$ cat src/rtl/pipe_adder_pkg.sv
// Shared configuration for the pipelined multi-precision adder:
// default widths, segment-count derivation and the configuration check.
package pipe_adder_pkg;

    localparam int DEF_WIDTH = 64;
    localparam int DEF_SEG_W = 32;

    function automatic int calc_nseg(input int width, input int seg_w);
        return (seg_w > 0) ? (width / seg_w) : 1;
    endfunction

    function automatic bit cfg_ok(input int width, input int seg_w);
        return (seg_w > 0) && (width >= seg_w) && ((width % seg_w) == 0);
    endfunction

endpackage

$ cat src/rtl/pipe_adder_if.sv
// Operand/result handshake bundle: master is the producer/consumer side,
// slave is the adder itself.
interface pipe_adder_if
    import pipe_adder_pkg::*;
#(
    parameter int WIDTH = DEF_WIDTH
);
    logic             in_valid;
    logic             in_ready;
    logic [WIDTH-1:0] operand1;
    logic [WIDTH-1:0] operand2;
    logic             cin;
    logic             sub;
    logic             out_valid;
    logic             out_ready;
    logic [WIDTH-1:0] result;
    logic             cout;
    logic             overflow;

    modport master (
        output in_valid, operand1, operand2, cin, sub, out_ready,
        input  in_ready, out_valid, result, cout, overflow
    );

    modport slave (
        input  in_valid, operand1, operand2, cin, sub, out_ready,
        output in_ready, out_valid, result, cout, overflow
    );

endinterface

$ cat src/rtl/pipe_adder_adder_seg.sv
// One segment of the ripple: SEG_W-bit combinational add with carry in/out.
module adder_seg
    import pipe_adder_pkg::*;
#(
    parameter int SEG_W = DEF_SEG_W
) (
    input  logic [SEG_W-1:0] a,
    input  logic [SEG_W-1:0] b,
    input  logic             ci,
    output logic [SEG_W-1:0] s,
    output logic             co
);

    assign {co, s} = {1'b0, a} + {1'b0, b} + {{SEG_W{1'b0}}, ci};

endmodule

$ cat src/rtl/pipe_adder.sv
// Pipelined add/subtract: one SEG_W segment per stage, carry registered
// between stages, whole pipeline advances together under valid/ready.
module pipe_adder
    import pipe_adder_pkg::*;
#(
    parameter int WIDTH = DEF_WIDTH,
    parameter int SEG_W = DEF_SEG_W
) (
    input  logic        clk,
    input  logic        resetn,
    pipe_adder_if.slave bus
);

    localparam int NSEG = calc_nseg(WIDTH, SEG_W);

    if (!cfg_ok(WIDTH, SEG_W)) begin : g_cfg_check
        $error("pipe_adder: WIDTH must be a non-zero multiple of SEG_W");
    end

    logic             adv;
    logic [WIDTH-1:0] st_acc [NSEG];
    logic [WIDTH-1:0] st_b   [NSEG];
    logic [NSEG-1:0]  st_c;
    logic [NSEG-1:0]  st_v;
    logic             ovf_out;

    // Whole pipe moves or holds as one; depends only on the output side.
    assign adv          = !st_v[NSEG-1] || bus.out_ready;
    assign bus.in_ready = adv;

    for (genvar gi = 0; gi < NSEG; gi++) begin : g_stage
        logic [WIDTH-1:0] acc_in;
        logic [WIDTH-1:0] b_in;
        logic [WIDTH-1:0] acc_d;
        logic [WIDTH-1:0] acc_q;
        logic [WIDTH-1:0] b_q;
        logic [SEG_W-1:0] seg_s;
        logic             c_in;
        logic             v_in;
        logic             seg_co;
        logic             c_q;
        logic             v_q;

        if (gi == 0) begin : g_head
            // Subtract is A + ~B + ~borrow_in.
            assign acc_in = bus.operand1;
            assign b_in   = bus.sub ? ~bus.operand2 : bus.operand2;
            assign c_in   = bus.cin ^ bus.sub;
            assign v_in   = bus.in_valid;
        end else begin : g_link
            assign acc_in = st_acc[gi-1];
            assign b_in   = st_b[gi-1];
            assign c_in   = st_c[gi-1];
            assign v_in   = st_v[gi-1];
        end

        adder_seg #(
            .SEG_W (SEG_W)
        ) u_seg (
            .a  (acc_in[gi*SEG_W +: SEG_W]),
            .b  (b_in[gi*SEG_W +: SEG_W]),
            .ci (c_in),
            .s  (seg_s),
            .co (seg_co)
        );

        // Low segments hold finished sums, high segments still hold operand A.
        always_comb begin
            acc_d                       = acc_in;
            acc_d[gi*SEG_W +: SEG_W]    = seg_s;
        end

        always_ff @(posedge clk or negedge resetn) begin
            if (!resetn) begin
                v_q   <= 1'b0;
                c_q   <= 1'b0;
                acc_q <= '0;
                b_q   <= '0;
            end else if (adv) begin
                v_q   <= v_in;
                c_q   <= seg_co;
                acc_q <= acc_d;
                b_q   <= b_in;
            end
        end

        assign st_acc[gi] = acc_q;
        assign st_b[gi]   = b_q;
        assign st_c[gi]   = c_q;
        assign st_v[gi]   = v_q;

        if (gi == NSEG - 1) begin : g_tail
            logic ovf_q;

            // The top segment of A and B' is still intact at the last stage input.
            always_ff @(posedge clk or negedge resetn) begin
                if (!resetn) begin
                    ovf_q <= 1'b0;
                end else if (adv) begin
                    ovf_q <= (acc_in[WIDTH-1] == b_in[WIDTH-1])
                          && (seg_s[SEG_W-1] != acc_in[WIDTH-1]);
                end
            end

            assign ovf_out = ovf_q;
        end
    end

    assign bus.out_valid = st_v[NSEG-1];
    assign bus.result    = st_acc[NSEG-1];
    assign bus.cout      = st_c[NSEG-1];
    assign bus.overflow  = ovf_out;

endmodule

$ cat src/flat_wrapper.sv
// flat-port wrapper written by rule: the top's interface ports become plain ports
module pipe_adder_flat import pipe_adder_pkg::*;
#(
    parameter int WIDTH = DEF_WIDTH,
    parameter int SEG_W = DEF_SEG_W
)
  (clk, resetn, bus_in_valid, bus_operand1, bus_operand2, bus_cin, bus_sub, bus_out_ready, bus_in_ready, bus_out_valid, bus_result, bus_cout, bus_overflow);
  pipe_adder_if #(.WIDTH(WIDTH)) bus_i ();
  input  logic clk;
  input  logic resetn;
  input wire logic [$bits(bus_i.in_valid)-1:0] bus_in_valid;
  input wire logic [$bits(bus_i.operand1)-1:0] bus_operand1;
  input wire logic [$bits(bus_i.operand2)-1:0] bus_operand2;
  input wire logic [$bits(bus_i.cin)-1:0] bus_cin;
  input wire logic [$bits(bus_i.sub)-1:0] bus_sub;
  input wire logic [$bits(bus_i.out_ready)-1:0] bus_out_ready;
  output wire logic [$bits(bus_i.in_ready)-1:0] bus_in_ready;
  output wire logic [$bits(bus_i.out_valid)-1:0] bus_out_valid;
  output wire logic [$bits(bus_i.result)-1:0] bus_result;
  output wire logic [$bits(bus_i.cout)-1:0] bus_cout;
  output wire logic [$bits(bus_i.overflow)-1:0] bus_overflow;
  assign bus_i.in_valid = bus_in_valid;
  assign bus_i.operand1 = bus_operand1;
  assign bus_i.operand2 = bus_operand2;
  assign bus_i.cin = bus_cin;
  assign bus_i.sub = bus_sub;
  assign bus_i.out_ready = bus_out_ready;
  assign bus_in_ready = bus_i.in_ready;
  assign bus_out_valid = bus_i.out_valid;
  assign bus_result = bus_i.result;
  assign bus_cout = bus_i.cout;
  assign bus_overflow = bus_i.overflow;
  pipe_adder #(.WIDTH(WIDTH), .SEG_W(SEG_W)) u_core (.clk(clk), .resetn(resetn), .bus(bus_i));
endmodule
$ cat config.mk
export PLATFORM = sky130hd
export DESIGN_NAME = pipe_adder_flat
export DESIGN_NICKNAME = d
export VERILOG_FILES = /design/src/rtl/pipe_adder_pkg.sv /design/src/rtl/pipe_adder_if.sv /design/src/rtl/pipe_adder_adder_seg.sv /design/src/rtl/pipe_adder.sv /design/src/flat_wrapper.sv
export SDC_FILE = /design/constraint.sdc
export NUM_CORES = 1
export LEC_CHECK = 0
export BUFFER_PORTS_ARGS = -buffer_cell sky130_fd_sc_hd__buf_2
export CAP_MARGIN = 10
export CORE_MARGIN = 2
export CORE_UTILIZATION = 30
export CTS_BUF_LIST = sky130_fd_sc_hd__clkbuf_8 sky130_fd_sc_hd__clkbuf_16
export CTS_CLUSTER_SIZE = 12
export DETAILED_ROUTE_END_ITERATION = 8
export HOLD_SLACK_MARGIN = 0.06
export PLACE_DENSITY_LB_ADDON = 0.25
export SYNTH_ARGS = -nofsm -noshare
export SYNTH_HDL_FRONTEND = slang
export SYNTH_SLANG_ARGS = --single-unit
export TNS_END_PERCENT = 50
$ cat constraint.sdc
create_clock -name clk -period 7 [get_ports clk]
set_input_delay 0.35 -clock clk [delete_from_list [all_inputs] [get_ports clk]]
set_output_delay 0.35 -clock clk [all_outputs]
set_load 0.02 [all_outputs]
After elaboration in Yosys (flattened, before gate mapping) --
Cells that the tools add are included.
Cells by class: $add $sub $neg 4, equality and inequality tests 2, muxes and demuxes 1, bitwise gates (word level) 2, reductions and logical operators 3
Operators by type and width (number):
- adder 32 x 32 -> 33 bit | 2
- adder 33 x 1 -> 33 bit | 2
- 2-to-1 mux 64 bit | 1
- NOT 64 bit | 1
- equality test 1 bit | 1
- logical AND 1 bit | 1
- zero test 1 bit | 1
- logical OR 1 bit | 1
- != test 1 bit | 1
- XOR 1 bit | 1
Word-level totals: register bits after elaboration 197, input port bits 134, word-level logic and storage cells 20

Logic depth before layout (Yosys ltp) --
depth after elaboration 4, depth in mapped cells 13

Modules after synthesis --
Synthesis repeated with hierarchy kept, for this count alone.
Unflattened totals: cells, all modules 916, area, all modules 10887.9 µm²
By module, submodules not included:
- pipe_adder | times used 1, cells each 424, area each 7342.0 µm², seq. area each 4129.0 µm²
- adder_seg (u_core.g_stage[0].u_seg) | times used 1, cells each 259, area each 1854.3 µm², seq. area each 0.0 µm²
- adder_seg (u_core.g_stage[1].u_seg) | times used 1, cells each 233, area each 1691.6 µm², seq. area each 0.0 µm²

Worst setup path after synthesis --
OpenSTA, ideal clock, no wires.
kind in2reg, start point input port bus_sub, end point register u_core.g_stage[0].acc_q[24], setup time 120 ps, arrival 3134 ps, data required time 6880 ps, path slack 3746 ps, cell stages on the path 13, path buffers 2, cells stage by stage clkbuf_1 buf_2 xor2_1 fa_1 inv_1 fa_1 nand2b_1 a21o_2 a211o_1 a31oi_2 o21ai_2 a21o_1 a31o_1
Between the ends: word-level cells in the longest chain between the ends 3, elaborated cells on any way between the ends 4, classes of those cells 2 x add/sub; 1 x mux; 1 x bitwise
RTL lines:
- from (decl) | RTL line flat_wrapper.sv:15 | input wire logic [$bits(bus_i.sub)-1:0] bus_sub;
- 2-to-1 mux 64 bit | RTL line pipe_adder.sv:47 | assign b_in = bus.sub ? ~bus.operand2 : bus.operand2;
- adder 32 x 32 -> 33 bit | RTL line pipe_adder_adder_seg.sv:14 | assign {co, s} = {1'b0, a} + {1'b0, b} + {{SEG_W{1'b0}}, ci};
- adder 33 x 1 -> 33 bit * | RTL line pipe_adder_adder_seg.sv:14
- to (signal assigned) | RTL line pipe_adder.sv:77 | acc_q <= '0;
- to (signal assigned) | RTL line pipe_adder.sv:82 | acc_q <= acc_d;
- to (decl) | RTL line pipe_adder.sv:35 | logic [WIDTH-1:0] acc_q;
Every way passes the cells marked *; elsewhere a longest branch is shown, timed or not. A chain may end at the register's enable or synchronous reset.

Worst setup path after layout --
start point register u_core.g_stage[0].c_q, end point register u_core.g_stage[1].c_q, in the netlist u_core.bus.cout
Between the ends: word-level cells in the longest chain between the ends 1
RTL lines:
- from (decl) | RTL line pipe_adder.sv:41 | logic c_q;
- from (signal assigned) | RTL line pipe_adder.sv:81 | c_q <= seg_co;
- adder 33 x 1 -> 33 bit | RTL line pipe_adder_adder_seg.sv:14
- to (signal assigned) | RTL line pipe_adder.sv:81
- to (decl) | RTL line pipe_adder.sv:41
Every way passes these cells.

==> Implementation_results.wiki <==
{| class="wikitable"
! Metric !! Value
|-
| Syn avg cell area || 8.460 sq um
|-
| RD Place Congestion || 0.8603
|-
| Gate Count Post-Synth || 1219
|-
| Number of top-level design ports || 202
|-
| Final hold violations || 0
|-
| Vias in the first global route || 9015
|-
| Antenna violations before repair || 0
|-
| Global-route wire length before repair || 47500 microns
|-
| Pin count of the biggest net entering global routing || 98
|-
| HPWL after DPL || 21280 microns
|-
| Crit Reg-Reg Startpoint || u_core.g_stage[0].c_q
|-
| Top cell type's share of synthesized area || 40.04%
|-
| Register clock-pin slew on the reported worst setup and hold paths || 0.07 ns
|-
| Max-slew violation count || 0
|-
| Number of H-tree levels || 4
|-
| CTS tree || built
|-
| Hold path startpoint || bus_operand1[40]
|-
| Layout overhead on the synthesized area || 18.82%
|-
| Worst Hold Endpoint || u_core.g_stage[0].acc_q[40]
|-
| Power Density || 324.1 mW/mm^2
|-
| Fraction of the yosys area taken by sequential cells || 40.04%
|-
| Total routing usage reported by global routing || 16.64%
|-
| Distinct cells, synth || 77
|-
| Number of vias after detailed routing || 8959
|-
| Tmin final || 3.248 ns
|-
| Status || completed
|-
| Initial DRC count || 477
|-
| Detailed Routing Iterations Pass 1 || 5
|-
| Leak pwr || 5.781 nW
|-
| Total negative setup slack || 0 ns
|-
| Worst hold path cell count || 3
|-
| Worst reg2reg setup slack || 3.75 ns
|-
| Row Count || 67
|-
| Crit. End Element || flip-flop
|-
| Remaining DRCs || 0
|-
| Number of max-cap violations || 0
|-
| Actual slew at the worst max-slew pin || 1.016 ns
|-
| Share of the cycle needed by the critical path after routing || 46.40%
|-
| Wire length per cell || 15.74 microns
|-
| Worst Hold Class || primary input to flip-flop
|-
| Nets@finish || 1582
|-
| Total wirelength of the detailed-routed design || 29000 microns
|-
| Critical path type || flip-flop to flip-flop
|-
| Met3 track demand over resource || 3.707%
|-
| Layout Skew || 0.01173 ns
|-
| Final Setup Violations || 0
|-
| Busiest metal layer after global routing || met2
|-
| Met1 track demand over resource || 21.89%
|-
| Clock root buffer || clkbuf_16
|-
| Core box area || 0.03370 sq mm
|-
| Data required time of the critical path || 7.32 ns
|-
| Crit-path max FO || 3
|-
| Max rail drop VDD || 0.1819 mV
|-
| Total inserted antenna cells || 0
|-
| Synth area leader || dfrtp_1
|-
| Starting density of the core || 30.60%
|-
| Fill count || 3564
|-
| Endpoint of the worst-slack reg-to-reg timing path || u_core.bus.cout
|-
| Die Wd || 189.4 microns
|-
| Residual antenna-violating net count after detailed routing || 0
|-
| Leading cell types by total area after synthesis || dfrtp_1 (40%), nand2_1 (11%), ha_1 (7.5%)
|-
| Inserted Clock Buffers || 17
|-
| Number of standard cells in the final layout excluding fillers || 1843
|-
| Fmax || 307.9 MHz
|-
| Setup repair after global routing missed its margin || false
|-
| Kind of start point of the critical path || flip-flop
|-
| Syn nets || 1419
|-
| Met2 usage in global routing || 27.85%
|-
| Most common cell after layout, fill and taps aside || nand2_1
|-
| Remaining Overflow, GRT || 0
|-
| Most used cells in the layout excluding fill and tap cells || nand2_1 (310), buf_2 (199), dfrtp_1 (165), a21oi_1 (105), o21ai_0 (86)
|-
| Height of the die || 189.4 microns
|-
| Share of synthesized registers carrying an async set or reset || 100.0%
|-
| Worst path arrival time || 3.56 ns
|-
| Sink count of the clock tree || 165
|-
| Area of the die || 0.03587 sq mm
|-
| Number of cells traversed by the worst register-to-register path || 9
|-
| Dominant synthesized flop cell || dfrtp_1
|-
| Number of enable-type register cells in the synthesized netlist || 0
|-
| CTS max path bufs || 2
|-
| Critical path startpoint || u_core.g_stage[0].c_q
|-
| Clk Latency, worst-skew pair || 0.44 ns
|-
| Vias per cell || 4.861
|-
| Yosys warning count || 0
|-
| Count of state elements after synthesis || 165
|-
| Worst rel slew slack || 32.28%
|-
| Port-buffer cells || 201
|-
| Proportion of layout cells with a drive suffix above 1 || 18.85%
|-
| Placed instance count || 1810
|-
| Total standard cell area after synthesis || 0.01031 sq mm
|}
==> area by class of cell <==
| type | instances | area, sq um | area share [%] |
|---|---|---|---|
| inverter | 21 | 83.83 | 0.6842 |
| tap | 448 | 560.5 | 4.575 |
| multi-input combinational | 970 | 5828 | 47.56 |
| clock inverter | 14 | 150.1 | 1.225 |
| sequential | 165 | 4129 | 33.70 |
| clock buffer | 18 | 439.2 | 3.584 |
| timing repair buffer | 207 | 1062 | 8.669 |
==> synthesized netlist by cell type, drive strengths merged (9+ instances only) <==
cell    instances
inv            20
nand4          11
dfrtp         165
nand2         310
a21oi         105
a211oi         11
nor3           12
nor2           80
nand3          19
nand2b         10
clkbuf         53
ha             62
a21o           22
xnor2          54
o21ai          94
buf             9
xor2           58
==> registers in the layout, summed over array words and instances (netlist names) <==
name and count:
u_core.bus.result 64, u_core.g_stage.acc_q 64, u_core.g_stage.b_q 32, u_core.bus.cout 1
u_core.bus.out_valid 1, u_core.bus.overflow 1, u_core.g_stage.c_q 1, u_core.g_stage.v_q 1
==> how the worst max path moves through the flow <==
stage | end | slack, ns | depth (start not counted)
2_1_floorplan | u_core.g_stage[0].acc_q[24] | 3.75 | 13
3_3_place_gp | u_core.g_stage[0].acc_q[24] | 3.45 | 11
3_5_place_dp | u_core.g_stage[0].acc_q[24] | 3.35 | 11
4_1_cts | u_core.bus.cout | 3.67 | 9
5_1_grt | u_core.bus.cout | 3.58 | 9
6_report | u_core.bus.cout | 3.75 | 9
==> cell families after synthesis <==
family	after synthesis	synth area share, %
flip-flops	165	40.04
buffers and inverters	84	3.518
adder cells (fa/ha/maj)	66	8.299
multiplexers	4	0.3883
AND/OR/NAND/NOR	485	20.03
XOR/XNOR	112	9.512
AO/OA/AOI/OAI	303	18.21
==> routing by layer <==
layer / vias to the layer above / wire length [microns]
met5: - / 0
met3: 23 / 1398
met4: 0 / 298
met1: 4244 / 13530
li1: 4512 / -
met2: 180 / 13780
==> power by group <==
part / total [mW] / internal [mW] / switching (mW)
clock network: 0.971 / 0.539 / 0.432
registers: 1.40 / 1.23 / 0.171
logic: 1.60 / 0.594 / 1.00
total: 3.97 / 2.37 / 1.61
==> what timing repair did <==
action | CTS | global route
setup buffers | 0 | 0
gates resized for setup | 0 | 0
endpoints found under the hold margin | 16 | 0
hold buffers | 1 | 0
==> critical path, stage by stage, from the launching register on <==
cell       delay [ns]
dfrtp_1          0.40
fa_1             0.52
fa_1             0.44
a211o_1          0.37
nand3_2          0.11
a311oi_1         0.14
o31ai_2          0.46
o21ai_1          0.20
a2111oi_2        0.38
nor3_1           0.09
==> stage by stage <==
stage	hold WS, ns	area (sq um)	total power [mW]	setup WS [ns]	utilization [%]
after floorplan	0.05441	10310	2.501	3.746	-
after global placement	0.4447	11650	3.011	3.448	34.58
after detailed placement	0.4529	11650	3.032	3.348	34.58
after CTS	0.07471	12250	4.021	3.673	36.36
after global routing	0.08372	12250	4.266	3.578	36.36
final	0.1006	12250	3.971	3.752	36.36
No activity file was read; power rests on OpenSTA's default activity.
